File: config.mk
export PLATFORM = sky130hd
export DESIGN_NAME = fp_alu_sequencer
export DESIGN_NICKNAME = d
export VERILOG_FILES = /design/src/rtl/fp_alu_sequencer.sv
export SDC_FILE = /design/constraint.sdc
export NUM_CORES = 1
export LEC_CHECK = 0
export BUFFER_PORTS_ARGS = -buffer_cell sky130_fd_sc_hd__buf_2
export CAP_MARGIN = 20
export CELL_PAD_IN_SITES_DETAIL_PLACEMENT = 0
export CELL_PAD_IN_SITES_GLOBAL_PLACEMENT = 2
export CORE_ASPECT_RATIO = 0.7
export CORE_MARGIN = 2
export CORE_UTILIZATION = 24
export DETAILED_ROUTE_END_ITERATION = 12
export GPL_TIMING_DRIVEN = 0
export PLACE_DENSITY = 0.82
export SYNTH_ARGS = -nofsm -noshare
export SYNTH_HDL_FRONTEND = slang
export SYNTH_SLANG_ARGS = --single-unit
File: constraint.sdc
create_clock -name clk -period 2.3 [get_ports clk]
set_clock_uncertainty 0.05 [all_clocks]
set_input_delay 0.46 -clock clk [delete_from_list [all_inputs] [get_ports clk]]
set_output_delay 0.46 -clock clk [all_outputs]
set_load 0.02 [all_outputs]
File: src/rtl/fp_alu_sequencer.sv
// ---------------------------------------------------------------------------
// fp_alu_sequencer
//
// Accepts one floating-point request at a time, holds the operands and a
// one-hot enable on an external FP ALU for a fixed number of cycles, captures
// the ALU result and presents it with its destination tag until consumed.
//
// Operation codes: 0=add 1=sub 2=mul 3=div 4=sqrt 5=max 6=min 7=eq 8=lt 9=leq.
// Codes 10-15 are illegal. An illegal request never drives the ALU and returns
// out_data=0.
//
// Build option:
//   FP_SEQ_ILLEGAL_TRAP_EN  defined   -> illegal ops report out_err=1.
//                           undefined -> out_err is tied to 0 (silent no-op).
//
// Parameters:
//   SHORT_LAT  enable cycles for add/sub/mul/max/min/eq/lt/leq (1-15)
//   LONG_LAT   enable cycles for div/sqrt (1-15)
//
// Ports:
//   clk                 sole clock, rising edge
//   rst_n               synchronous active-low reset
//   in_valid/in_ready   request handshake (ready only when idle)
//   op, rs1_data,
//   rs2_data, rd        request fields
//   alu_a, alu_b        operands to the ALU, change only on acceptance
//   alu_en[9:0]         one-hot enable, bit9..bit0 = add..leq
//   alu_result          registered ALU output
//   out_valid/out_ready result handshake
//   out_data, out_rd,
//   out_err             result fields, stable while out_valid is held
// ---------------------------------------------------------------------------
module fp_alu_sequencer #(
    parameter int unsigned SHORT_LAT = 1,
    parameter int unsigned LONG_LAT  = 8
) (
    input  logic        clk,
    input  logic        rst_n,
    input  logic        in_valid,
    output logic        in_ready,
    input  logic [3:0]  op,
    input  logic [31:0] rs1_data,
    input  logic [31:0] rs2_data,
    input  logic [4:0]  rd,
    output logic [31:0] alu_a,
    output logic [31:0] alu_b,
    output logic [9:0]  alu_en,
    input  logic [31:0] alu_result,
    output logic        out_valid,
    input  logic        out_ready,
    output logic [31:0] out_data,
    output logic [4:0]  out_rd,
    output logic        out_err
);

    // Counter preload values: the EXEC state lasts preload+1 cycles.
    localparam logic [3:0] SHORT_CNT = 4'(SHORT_LAT - 1);
    localparam logic [3:0] LONG_CNT  = 4'(LONG_LAT - 1);

    typedef enum logic [1:0] {
        IDLE = 2'd0,
        EXEC = 2'd1,
        CAPT = 2'd2,
        DONE = 2'd3
    } state_t;

    state_t      state_reg, state_next;
    logic [3:0]  cnt_reg, cnt_next;
    logic [3:0]  op_reg;
    logic [31:0] alu_a_reg, alu_b_reg;
    logic [31:0] out_data_reg;
    logic [4:0]  out_rd_reg;
    logic [9:0]  en_decode;
    logic        accept;
    logic        op_legal;
    logic        op_long;

    assign accept   = in_valid && (state_reg == IDLE);
    assign op_legal = (op <= 4'd9);
    assign op_long  = (op == 4'd3) || (op == 4'd4);

    // Enable bit 9-k belongs to op code k (add on the MSB, leq on the LSB).
    genvar gi;
    generate
        for (gi = 0; gi < 10; gi++) begin : g_en_decode
            assign en_decode[gi] = (op_reg == 4'(9 - gi));
        end
    endgenerate

    // State register
    always_ff @(posedge clk) begin
        if (!rst_n) begin
            state_reg <= IDLE;
            cnt_reg   <= 4'd0;
        end else begin
            state_reg <= state_next;
            cnt_reg   <= cnt_next;
        end
    end

    // Next-state logic
    always_comb begin
        state_next = state_reg;
        cnt_next   = cnt_reg;
        case (state_reg)
            IDLE: begin
                if (in_valid) begin
                    if (op_legal) begin
                        state_next = EXEC;
                        cnt_next   = op_long ? LONG_CNT : SHORT_CNT;
                    end else begin
                        state_next = DONE;
                        cnt_next   = 4'd0;
                    end
                end
            end
            EXEC: begin
                if (cnt_reg == 4'd0) begin
                    state_next = CAPT;
                end else begin
                    cnt_next = cnt_reg - 4'd1;
                end
            end
            CAPT: begin
                state_next = DONE;
            end
            DONE: begin
                if (out_ready) begin
                    state_next = IDLE;
                end
            end
            default: begin
                state_next = IDLE;
                cnt_next   = 4'd0;
            end
        endcase
    end

    // Request latch and result capture. out_data is cleared on every accept
    // so an illegal request returns zero without a separate path.
    always_ff @(posedge clk) begin
        if (!rst_n) begin
            alu_a_reg    <= 32'd0;
            alu_b_reg    <= 32'd0;
            op_reg       <= 4'd0;
            out_rd_reg   <= 5'd0;
            out_data_reg <= 32'd0;
        end else if (accept) begin
            alu_a_reg    <= rs1_data;
            alu_b_reg    <= rs2_data;
            op_reg       <= op;
            out_rd_reg   <= rd;
            out_data_reg <= 32'd0;
        end else if (state_reg == CAPT) begin
            out_data_reg <= alu_result;
        end
    end

`ifdef FP_SEQ_ILLEGAL_TRAP_EN
    logic err_reg;

    always_ff @(posedge clk) begin
        if (!rst_n) begin
            err_reg <= 1'b0;
        end else if (accept) begin
            err_reg <= !op_legal;
        end
    end

    assign out_err = err_reg;
`else
    assign out_err = 1'b0;
`endif

    assign in_ready  = (state_reg == IDLE);
    assign out_valid = (state_reg == DONE);
    assign alu_en    = (state_reg == EXEC) ? en_decode : 10'd0;
    assign alu_a     = alu_a_reg;
    assign alu_b     = alu_b_reg;
    assign out_data  = out_data_reg;
    assign out_rd    = out_rd_reg;

endmodule
; ---- After elaboration in Yosys (flattened, before gate mapping)
; Index checks and enable logic that the tools add are counted.
[word_totals]
reg_bits = 111
input_bits = 109
word_cells = 48
[classes]
n_addsub = 1
order_cmp = 1
eq_ne = 18
n_mux = 11
bitwise = 1
n_reduce_logical = 9
[op_table]
columns = op, n
row1 = $eq 4x3->1 const B, 5
row2 = $eq 4x2->1 const B, 3
row3 = $mux 10, 1
row4 = $eq 4x4->1 const B, 2
row5 = $logic_not 4->1, 2
row6 = $mux 2, 4
row7 = $mux 4, 2
row8 = $pmux 2 s4, 1
row9 = $pmux 4 s2, 1
row10 = $mux 3, 2
row11 = $ne 2x2->1 const B, 3
row12 = $reduce_and 3->1, 2
row13 = $eq 2x2->1 const B, 2
row14 = $eq 4x1->1 const B, 1
row15 = $le 4x4->1 const B, 1
row16 = $sub 4x1->4 const B, 1
row17 = $eq 2x1->1 const B, 1
row18 = $logic_not 2->1, 1
row19 = $ne 2x1->1 const B, 1
row20 = $reduce_bool 2->1, 1
row21 = $reduce_or 2->1, 1
row22 = $logic_and 1x1->1, 1
row23 = $logic_or 1x1->1, 1
row24 = $not 1->1, 1

; ---- Depth between registers and ports, before layout
; Gate-level depths: netlist of the first run.
[depth]
word_depth = 6
ltp_mapped = 7
mapped_depth_nobuf = 6

; ---- Least setup slack after synthesis of the first run
; No wires, ideal clock.
[synth_path]
kind = flip-flop to output port
start = register state_reg[1]
end = output port alu_en[7]
t_arrival_ns = 1.577
slack_ns = 0.213
stages_incl_launch_ff = 6
path_buffers = 1
path_cell_list = dfxtp_1 -> inv_1 -> ha_1 -> clkbuf_1 -> nand2_1 -> nor4_1
[synth_via]
elab_chain_len = 2
[synth_lines]
columns = item, line
row1 = from (decl), 67  ; state_t state_reg, state_next;
row2 = from (signal assigned), 96  ; state_reg <= state_next;
row3 = $eq 2x1->1, 177  ; assign alu_en = (state_reg == EXEC) ? en_decode : 10'd0;
row4 = $mux 10, 177
row5 = to (decl), 47  ; output logic [9:0] alu_en,
; No other way between the ends.

; ---- Worst setup path in the final report of the first run
[layout_path]
start = register state_reg[1]
end = output port alu_en[9]
; The elaborated chain is that of the path after synthesis.

==> report_table.html, run 1 <==
<table>
<tr><th>Metric</th><th>Value</th></tr>
<tr><th colspan="2">Run status</th></tr>
<tr><td>Status</td><td>complete, no violations</td></tr>
<tr><th colspan="2">Worst setup path</th></tr>
<tr><td>CP Max Fanout</td><td>5</td></tr>
<tr><td>Logic depth of the worst register-to-register path</td><td>6</td></tr>
<tr><td>Worst EP required</td><td>1.79 ns</td></tr>
<tr><td>Critical path endpoint category</td><td>primary output</td></tr>
<tr><td>Arr. time, crit path</td><td>~1.7 ns</td></tr>
<tr><td>Launch instance of the worst register-to-register path</td><td>state_reg[0]$_SDFFE_PN0P_</td></tr>
<tr><td>Reg-to-reg endpoint</td><td>alu_a[9]$_SDFFE_PN0P_</td></tr>
<tr><td>Internal reg-to-reg setup slack</td><td>0.24 ns</td></tr>
<tr><td>Type of element launching the critical path</td><td>flop</td></tr>
<tr><td>Critical path start-end classification</td><td>reg2out</td></tr>
<tr><th colspan="2">Route</th></tr>
<tr><td>Detailed Routing Iterations Pass 1</td><td>4</td></tr>
<tr><td>Vias</td><td>4077</td></tr>
<tr><td>DRC violations left</td><td>0</td></tr>
<tr><td>Antenna violation net count after detailed routing</td><td>0</td></tr>
<tr><td>Aggregate routed wire length</td><td>12600 µm</td></tr>
<tr><td>Routed vias/inst</td><td>between 4 and 5</td></tr>
<tr><td>First-iteration detailed-routing DRC count</td><td>about 230</td></tr>
<tr><td>Average routed wire per standard cell</td><td>13.1 µm</td></tr>
<tr><th colspan="2">Timing</th></tr>
<tr><td>Fin Hold WS</td><td>roughly 0.29 ns</td></tr>
<tr><td>Setup ws final</td><td>about 0.077 ns</td></tr>
<tr><td>Count of endpoints failing setup in the final report</td><td>0</td></tr>
<tr><td>Final Cycle Share</td><td>between 90% and 100%</td></tr>
<tr><td>Final Hold Fails</td><td>0</td></tr>
<tr><td>Final max-slew violation count</td><td>0</td></tr>
<tr><td>Actual slew at the worst max-slew pin</td><td>approximately 0.60 ns</td></tr>
<tr><td>Clock period minus worst slack</td><td>approximately 2.2 ns</td></tr>
<tr><td>Upper clock frequency limit</td><td>between 0.4 and 0.5 GHz</td></tr>
<tr><td>Setup repair after global routing missed its margin</td><td>false</td></tr>
<tr><td>Slew HR</td><td>59.9%</td></tr>
<tr><th colspan="2">Clock network</th></tr>
<tr><td>Clock root buffer master</td><td>sky130_fd_sc_hd__clkbuf_16</td></tr>
<tr><td>Post-cts hold buffer count</td><td>0</td></tr>
<tr><td>Number of sinks handled by clock tree synthesis</td><td>111</td></tr>
<tr><td>Clk slew on worst S/H paths</td><td>about 0.080 ns</td></tr>
<tr><td>Number of buffers added by the clock tree synthesis step</td><td>9</td></tr>
<tr><td>Deepest level of the CTS H-tree</td><td>3</td></tr>
<tr><td>Clock Tree Buf Depth</td><td>2</td></tr>
<tr><td>Worst-Skew Late Latency</td><td>around 0.35 ns</td></tr>
<tr><td>CTS tree</td><td>yes</td></tr>
<tr><th colspan="2">Placement</th></tr>
<tr><td>Post-placement setup slack</td><td>-0.0229 ns</td></tr>
<tr><td>Final Wtd Congestion</td><td>between 0.8 and 0.9</td></tr>
<tr><td>Area post-placement</td><td>between 5000 and 6000 µm²</td></tr>
<tr><td>Number of input and output port buffers inserted</td><td>around 220</td></tr>
<tr><td>Half-perimeter wire length after detailed placement</td><td>9820 µm</td></tr>
<tr><th colspan="2">Power and ir drop</th></tr>
<tr><td>Power density over the cells</td><td>about 1100 nW/µm²</td></tr>
<tr><td>Final Power</td><td>roughly 6600 µW</td></tr>
<tr><td>Leakage power figure</td><td>0.00272 µW</td></tr>
<tr><td>Max rail drop VDD</td><td>0.402 mV</td></tr>
<tr><th colspan="2">Cells and area</th></tr>
<tr><td>Layout cell share with drive strength beyond 1</td><td>around 35%</td></tr>
<tr><td>Finished Cell Area</td><td>approximately 5900 µm²</td></tr>
<tr><td>Commonest non-fill, non-tap cells in the layout</td><td>sky130_fd_sc_hd__buf_2, sky130_fd_sc_hd__nand2_1, sky130_fd_sc_hd__dfxtp_1</td></tr>
<tr><td>Antenna cell count</td><td>0</td></tr>
<tr><td>Layout Nets</td><td>840</td></tr>
<tr><td>Layout overhead on the synthesized area</td><td>42.2%</td></tr>
<tr><td>Leading cell type in the layout, fill and taps excluded</td><td>sky130_fd_sc_hd__buf_2</td></tr>
<tr><th colspan="2">Synth</th></tr>
<tr><td>Synthesized area</td><td>~4100 µm²</td></tr>
<tr><td>Net count after synthesis</td><td>608</td></tr>
<tr><td>Fraction of the yosys area taken by sequential cells</td><td>between 50% and 60%</td></tr>
<tr><td>Cells after synthesis</td><td>around 490</td></tr>
<tr><td>Synthesized area divided by synthesized cell count</td><td>8.36 µm²</td></tr>
<tr><td>Synthesized flop and latch total</td><td>about 110</td></tr>
<tr><td>Yosys Warn Count</td><td>0</td></tr>
<tr><td>Yosys cell types</td><td>33</td></tr>
<tr><th colspan="2">Worst hold path</th></tr>
<tr><td>Hold Path Sink</td><td>alu_a[26]$_SDFFE_PN0P_</td></tr>
<tr><td>Min-Delay Path Depth</td><td>3</td></tr>
<tr><td>Min-Delay Startpoint</td><td>rs1_data[26]</td></tr>
<tr><td>Worst min-delay path category</td><td>in2reg</td></tr>
<tr><th colspan="2">Die</th></tr>
<tr><td>Number of top-level pins</td><td>~220</td></tr>
<tr><td>Die H</td><td>114 µm</td></tr>
<tr><td>Standard-cell row count</td><td>40</td></tr>
<tr><td>Effective utilization at floorplan</td><td>24.3%</td></tr>
<tr><td>Chip Width</td><td>161 µm</td></tr>
<tr><td>Core area</td><td>approximately 17000 µm²</td></tr>
<tr><td>Full die area</td><td>between 15000 and 20000 µm²</td></tr>
<tr><th colspan="2">GRT</th></tr>
<tr><td>Initial antenna violation count</td><td>0</td></tr>
<tr><td>Maximum number of pins on one net before global-route repair</td><td>20</td></tr>
<tr><td>Number of global-route vias before repair</td><td>3893</td></tr>
<tr><td>Gr ovfl total</td><td>0</td></tr>
<tr><td>First-pass GRT wire length</td><td>between 15000 and 20000 µm</td></tr>
<tr><td>Global router's overall resource usage</td><td>a little over an eighth</td></tr>
<tr><th colspan="2">Run</th></tr>
<tr><td>Maxcap violations</td><td>0</td></tr>
</table>
==> worst max path at each step <==
stage                              start                     end  depth (start not counted)
3_5_place_dp   state_reg[0]$_SDFFE_PN0P_  out_rd[0]$_SDFFE_PN0P_                          7
3_3_place_gp   state_reg[0]$_SDFFE_PN0P_   alu_a[9]$_SDFFE_PN0P_                          7
6_report       state_reg[1]$_SDFFE_PN0P_               alu_en[9]                          5
4_1_cts        state_reg[0]$_SDFFE_PN0P_               alu_en[9]                          4
2_1_floorplan  state_reg[1]$_SDFFE_PN0P_               alu_en[7]                          5
5_1_grt        state_reg[1]$_SDFFE_PN0P_               alu_en[9]                          5
==> final cells by class <==
class                   instances  area [µm²]
plain buffers                  32         133
clock buffers                   9         225
clock inverters                 7        77.6
fillers                      1797       11100
inverters                       8        30.0
multi-input cells             341        1760
flip-flops and latches        111        2220
well taps                     231         289
repair buffers                222        1120
==> Yosys cell counts, drive strengths merged <==
master,count,area [µm²]
a311oi,1,8.76
or3,1,6.26
nor2,41,154
nor3,5,25.0
dfxtp,111,2220
o21ai,4,20.0
a21oi,78,390
nand2,150,563
nor3b,1,7.51
conb,1,3.75
o31ai,1,7.51
ha,6,75.1
and2b,1,7.51
and3,1,6.26
a222oi,1,10.0
clkbuf,26,97.6
nor4,1,6.26
and4bb,1,12.5
o211ai,1,7.51
nand2b,2,12.5
or3b,3,26.3
and2,1,6.26
a211oi,2,15.0
nand3,1,5.00
nand3b,2,15.0
inv,8,30.0
xnor2,1,8.76
buf,7,33.8
and3b,1,8.76
mux2i,33,330
==> repair_timing <==
action	CTS	global route
gates resized for setup	8	5
gates cloned	0	0
setup endpoints to repair	51	19
buffers inserted	0	1
hold endpoints to repair	0	0
==> layer usage <==
layer  part of all wire [%]  up-vias  global-route usage [%]
met3                     10       12                    5.78
met4                    1.2        0                    3.78
met2                     41      156                    20.3
met1                     47     1838                    18.2
met5                      0        -                       0
li1                       -     2071                       -
==> metrics by stage <==
stage	setup TNS [ns]	cells	utilization, %
6_report	0	961	34.5
5_1_grt	0	961	34.5
4_1_cts	0	960	34.4
3_5_place_dp	-0.197	945	32.5
3_3_place_gp	0	945	32.5
2_1_floorplan	0	493	-
==> critical path: stages (launching register included) <==
cell and delay [ns]:
sky130_fd_sc_hd__dfxtp_2 0.34, sky130_fd_sc_hd__inv_2 0.08, sky130_fd_sc_hd__ha_4 0.15, sky130_fd_sc_hd__or3b_2 0.47, sky130_fd_sc_hd__nor3_1 0.15, sky130_fd_sc_hd__buf_4 0.17
==> where the power goes <==
group,total (µW),switching (µW),internal [µW]
Clock,1600,742,857
Sequential,2460,199,2260
Combinational,2500,1580,918
==> cell families (layout without fill, tap and decap cells) <==
logic type | Yosys count | after routing | share of synthesized area (%)
mux | 33 | 33 | 8.01
buf+inv | 41 | 278 | 3.91
fa+ha+maj | 6 | 6 | 1.82
compound gates | 88 | 88 | 11.1
xor+xnor | 1 | 1 | 0.212
other cells | 1 | 1 | 0.0910
flops | 111 | 111 | 53.9
simple gates | 212 | 212 | 20.9
No activity file was read; power rests on OpenSTA's default activity.
==> run 2, diff against run 1 <==
- PLACE_DENSITY: 0.82 -> unset
- PLACE_DENSITY_LB_ADDON: unset -> 0.1
==> run 2 against run 1 <==
Against the previous run: non-clock buffer count stayed put; register-to-register slack better by 0.06 ns; core utilization fell by 0.13 points; critical path depth up 1; via count fell by 2.6%; sequential share of layout area is 0.13 points higher; global-route usage about the same; total power decreased by 1.7%; die area is the same; critical endpoint is now alu_en[0]; largest power group unchanged; highest routed layer is now met5.
==> report_table.html, run 2 (same netlist as run 1, synthesis figures left out) <==
<table>
<tr><th>Metric</th><th>Value</th></tr>
<tr><th colspan="2">Run status</th></tr>
<tr><td>Status</td><td>complete, no violations (unchanged)</td></tr>
<tr><th colspan="2">Die</th></tr>
<tr><td>Core area</td><td>17000 µm² (unchanged)</td></tr>
<tr><td>Standard-cell row count</td><td>40 (unchanged)</td></tr>
<tr><td>Full die area</td><td>18300 µm² (unchanged)</td></tr>
<tr><td>Number of top-level pins</td><td>223 (unchanged)</td></tr>
<tr><td>Die H</td><td>114 µm (unchanged)</td></tr>
<tr><td>Chip Width</td><td>161 µm (unchanged)</td></tr>
<tr><td>Effective utilization at floorplan</td><td>24.3% (unchanged)</td></tr>
<tr><th colspan="2">Worst setup path</th></tr>
<tr><td>CP Max Fanout</td><td>10 (was 5)</td></tr>
<tr><td>Arr. time, crit path</td><td>1.69 ns (was 1.71 ns)</td></tr>
<tr><td>Family of cells with the greatest summed delay on the critical path</td><td>buffers and inverters (was simple AND/OR/NAND/NOR gates)</td></tr>
<tr><td>Buf+Inv Stages, Crit Path</td><td>3 (was 2)</td></tr>
<tr><td>Series of cell instances along the critical path</td><td>inv_2 -&gt; ha_4 -&gt; clkbuf_4 -&gt; nor3b_4 -&gt; and3_1 -&gt; buf_2 (was inv_2 -&gt; ha_4 -&gt; or3b_2 -&gt; nor3_1 -&gt; buf_4)</td></tr>
<tr><td>Crit-path max cell delay</td><td>0.41 ns (was 0.47 ns)</td></tr>
<tr><td>Critical path start-end classification</td><td>reg2out (unchanged)</td></tr>
<tr><td>Worst EP required</td><td>1.79 ns (about the same)</td></tr>
<tr><td>Type of element launching the critical path</td><td>flop (unchanged)</td></tr>
<tr><td>Critical path endpoint category</td><td>primary output (unchanged)</td></tr>
<tr><td>Cell type of the slowest stage on the worst timing path</td><td>sky130_fd_sc_hd__dfxtp_1 (was sky130_fd_sc_hd__or3b_2)</td></tr>
<tr><th colspan="2">Cells and area</th></tr>
<tr><td>Layout cell share with drive strength beyond 1</td><td>34.5% (unchanged)</td></tr>
<tr><td>Number of fill cells in the layout</td><td>1851 (was 1797)</td></tr>
<tr><td>Layout Nets</td><td>840 (unchanged)</td></tr>
<tr><td>Layout Cells excl Fill</td><td>961 (unchanged)</td></tr>
<tr><td>Total area of sequential cells</td><td>2220 µm² (about the same)</td></tr>
<tr><td>Layout overhead on the synthesized area</td><td>41.6% (was 42.2%)</td></tr>
<tr><td>Commonest non-fill, non-tap cells in the layout</td><td>sky130_fd_sc_hd__buf_2, sky130_fd_sc_hd__nand2_1, sky130_fd_sc_hd__dfxtp_1 (unchanged)</td></tr>
<tr><td>Leading cell type in the layout, fill and taps excluded</td><td>sky130_fd_sc_hd__buf_2 (unchanged)</td></tr>
<tr><td>Antenna cell count</td><td>0 (unchanged)</td></tr>
<tr><td>Multi-input logic area</td><td>1770 µm² (was 1760 µm²)</td></tr>
<tr><th colspan="2">Timing</th></tr>
<tr><td>Final Hold Fails</td><td>0 (unchanged)</td></tr>
<tr><td>Slew HR</td><td>56.4% (was 59.9%)</td></tr>
<tr><td>Clock period minus worst slack</td><td>2.20 ns (was 2.22 ns)</td></tr>
<tr><td>Setup repair after global routing missed its margin</td><td>false (unchanged)</td></tr>
<tr><td>Final max-slew violation count</td><td>0 (unchanged)</td></tr>
<tr><td>Upper clock frequency limit</td><td>0.454 GHz (was 0.450 GHz)</td></tr>
<tr><td>Actual slew at the worst max-slew pin</td><td>0.654 ns (was 0.601 ns)</td></tr>
<tr><td>Final Cycle Share</td><td>95.7% (was 96.7%)</td></tr>
<tr><td>Count of endpoints failing setup in the final report</td><td>0 (unchanged)</td></tr>
<tr><td>Accumulated negative setup slack</td><td>0 ns (unchanged)</td></tr>
<tr><th colspan="2">GRT</th></tr>
<tr><td>Gr ovfl total</td><td>0 (unchanged)</td></tr>
<tr><td>Global router's overall resource usage</td><td>13.7% (about the same)</td></tr>
<tr><td>Number of global-route vias before repair</td><td>3835 (was 3893)</td></tr>
<tr><td>Global routing met1 resource utilization</td><td>17.4% (was 18.2%)</td></tr>
<tr><td>First-pass GRT wire length</td><td>19700 µm (was 19900 µm)</td></tr>
<tr><td>Routing usage on met2</td><td>20.7% (was 20.3%)</td></tr>
<tr><td>Initial antenna violation count</td><td>1 (was 0)</td></tr>
<tr><td>Maximum number of pins on one net before global-route repair</td><td>19 (was 20)</td></tr>
<tr><td>Met3 routing resource usage after global routing</td><td>6.00% (was 5.78%)</td></tr>
<tr><td>Grt peak-use layer</td><td>met2 (unchanged)</td></tr>
<tr><th colspan="2">Clock network</th></tr>
<tr><td>Clk slew on worst S/H paths</td><td>0.08 ns (about the same)</td></tr>
<tr><td>Number of buffers added by the clock tree synthesis step</td><td>9 (unchanged)</td></tr>
<tr><td>Clock Tree Buf Depth</td><td>2 (unchanged)</td></tr>
<tr><td>Deepest level of the CTS H-tree</td><td>3 (unchanged)</td></tr>
<tr><td>Worst-Skew Late Latency</td><td>0.35 ns (about the same)</td></tr>
<tr><td>Post-cts hold buffer count</td><td>0 (unchanged)</td></tr>
<tr><td>Clock root buffer master</td><td>sky130_fd_sc_hd__clkbuf_16 (unchanged)</td></tr>
<tr><td>Number of sinks handled by clock tree synthesis</td><td>111 (unchanged)</td></tr>
<tr><td>CTS tree</td><td>yes (unchanged)</td></tr>
<tr><th colspan="2">Placement</th></tr>
<tr><td>Number of input and output port buffers inserted</td><td>221 (unchanged)</td></tr>
<tr><td>Total instance count after detailed placement</td><td>945 (unchanged)</td></tr>
<tr><td>Half-perimeter wire length after detailed placement</td><td>9650 µm (was 9820 µm)</td></tr>
<tr><td>Final Wtd Congestion</td><td>0.766 (was 0.850)</td></tr>
<tr><th colspan="2">Route</th></tr>
<tr><td>Routed vias/inst</td><td>4.13 (was 4.24)</td></tr>
<tr><td>First-iteration detailed-routing DRC count</td><td>139 (was 232)</td></tr>
<tr><td>Detailed Routing Iterations Pass 1</td><td>4 (unchanged)</td></tr>
<tr><td>Vias</td><td>3973 (was 4077)</td></tr>
<tr><td>Antenna violation net count after detailed routing</td><td>0 (unchanged)</td></tr>
<tr><td>Aggregate routed wire length</td><td>12500 µm (was 12600 µm)</td></tr>
<tr><td>DRC violations left</td><td>0 (unchanged)</td></tr>
<tr><td>Average routed wire per standard cell</td><td>13.1 µm (about the same)</td></tr>
<tr><th colspan="2">Run</th></tr>
<tr><td>Maxcap violations</td><td>0 (unchanged)</td></tr>
<tr><th colspan="2">Power and ir drop</th></tr>
<tr><td>Power density over the cells</td><td>1100 nW/µm² (was 1120 nW/µm²)</td></tr>
<tr><td>Max rail drop VDD</td><td>0.369 mV (was 0.402 mV)</td></tr>
<tr><td>Leakage power figure</td><td>0.00271 µW (was 0.00272 µW)</td></tr>
<tr><th colspan="2">Worst hold path</th></tr>
<tr><td>Worst min-delay path category</td><td>in2reg (unchanged)</td></tr>
</table>
## run 2: timing repair
action,4_1_cts,5_1_grt
gates cloned,0,0
gates resized for setup,6,9
buffers inserted,0,1
endpoints found under the hold margin,0,0
endpoints found under the setup margin,10,73
## run 2: power breakdown
group	internal, µW	leakage, µW	switching [µW]	total [µW]
Combinational	925	0.00167	1580	2500
Clock	743	0.000129	749	1490
Sequential	2260	0.000907	195	2450
Total	3930	0.00271	2520	6450
## run 2: stage by stage
stage / power, µW / hold WS, ns / utilization [%] / area, µm² / setup slack, ns
after floorplan: 4160 / 0.421 / - / 4120 / 0.213
after global placement: 4950 / 0.389 / 32.5 / 5520 / 0.112
after detailed placement: 4970 / 0.394 / 32.5 / 5520 / 0.0769
after CTS: 6530 / 0.261 / 34.3 / 5810 / 0.00829
after global routing: 6920 / 0.267 / 34.4 / 5840 / 0.00867
final: 6450 / 0.280 / 34.4 / 5840 / 0.0991
## run 2: area by class of cell
| type | instances | area share, % |
|---|---|---|
| flip-flops and latches | 111 | 38.1 |
| multi-input cells | 341 | 30.3 |
| well taps | 231 | 4.95 |
| inverters | 8 | 0.514 |
| clock inverters | 6 | 0.793 |
| repair buffers | 222 | 19.1 |
| clock buffers | 10 | 3.92 |
| plain buffers | 32 | 2.29 |
## run 2: final timing paths
check	endpoint	slack, ns	cells after the start	start
worst max-delay path	alu_en[0]	0.1	6	state_reg[1]$_SDFFE_PN0P_
worst max register to register	alu_a[21]$_SDFFE_PN0P_	0.30	6	state_reg[0]$_SDFFE_PN0P_
worst min-delay path	alu_b[6]$_SDFFE_PN0P_	0.28	3	rs2_data[6]
worst min register to register	alu_a[7]$_SDFFE_PN0P_	0.40	2	alu_a[7]$_SDFFE_PN0P_
## run 2: metal layers
layer | up-vias | wire length (µm)
met5 | - | 13
met4 | 2 | 224
met3 | 21 | 1090
met2 | 112 | 5580
met1 | 1768 | 5650
li1 | 2070 | -
## run 2: worst min-delay path: cells and delay by family
family / cells / cell delay, ns
AND/OR/NAND/NOR: 1 / 0.04
AO/OA/AOI/OAI: 1 / 0.05
buffers and inverters: 1 / 0.10
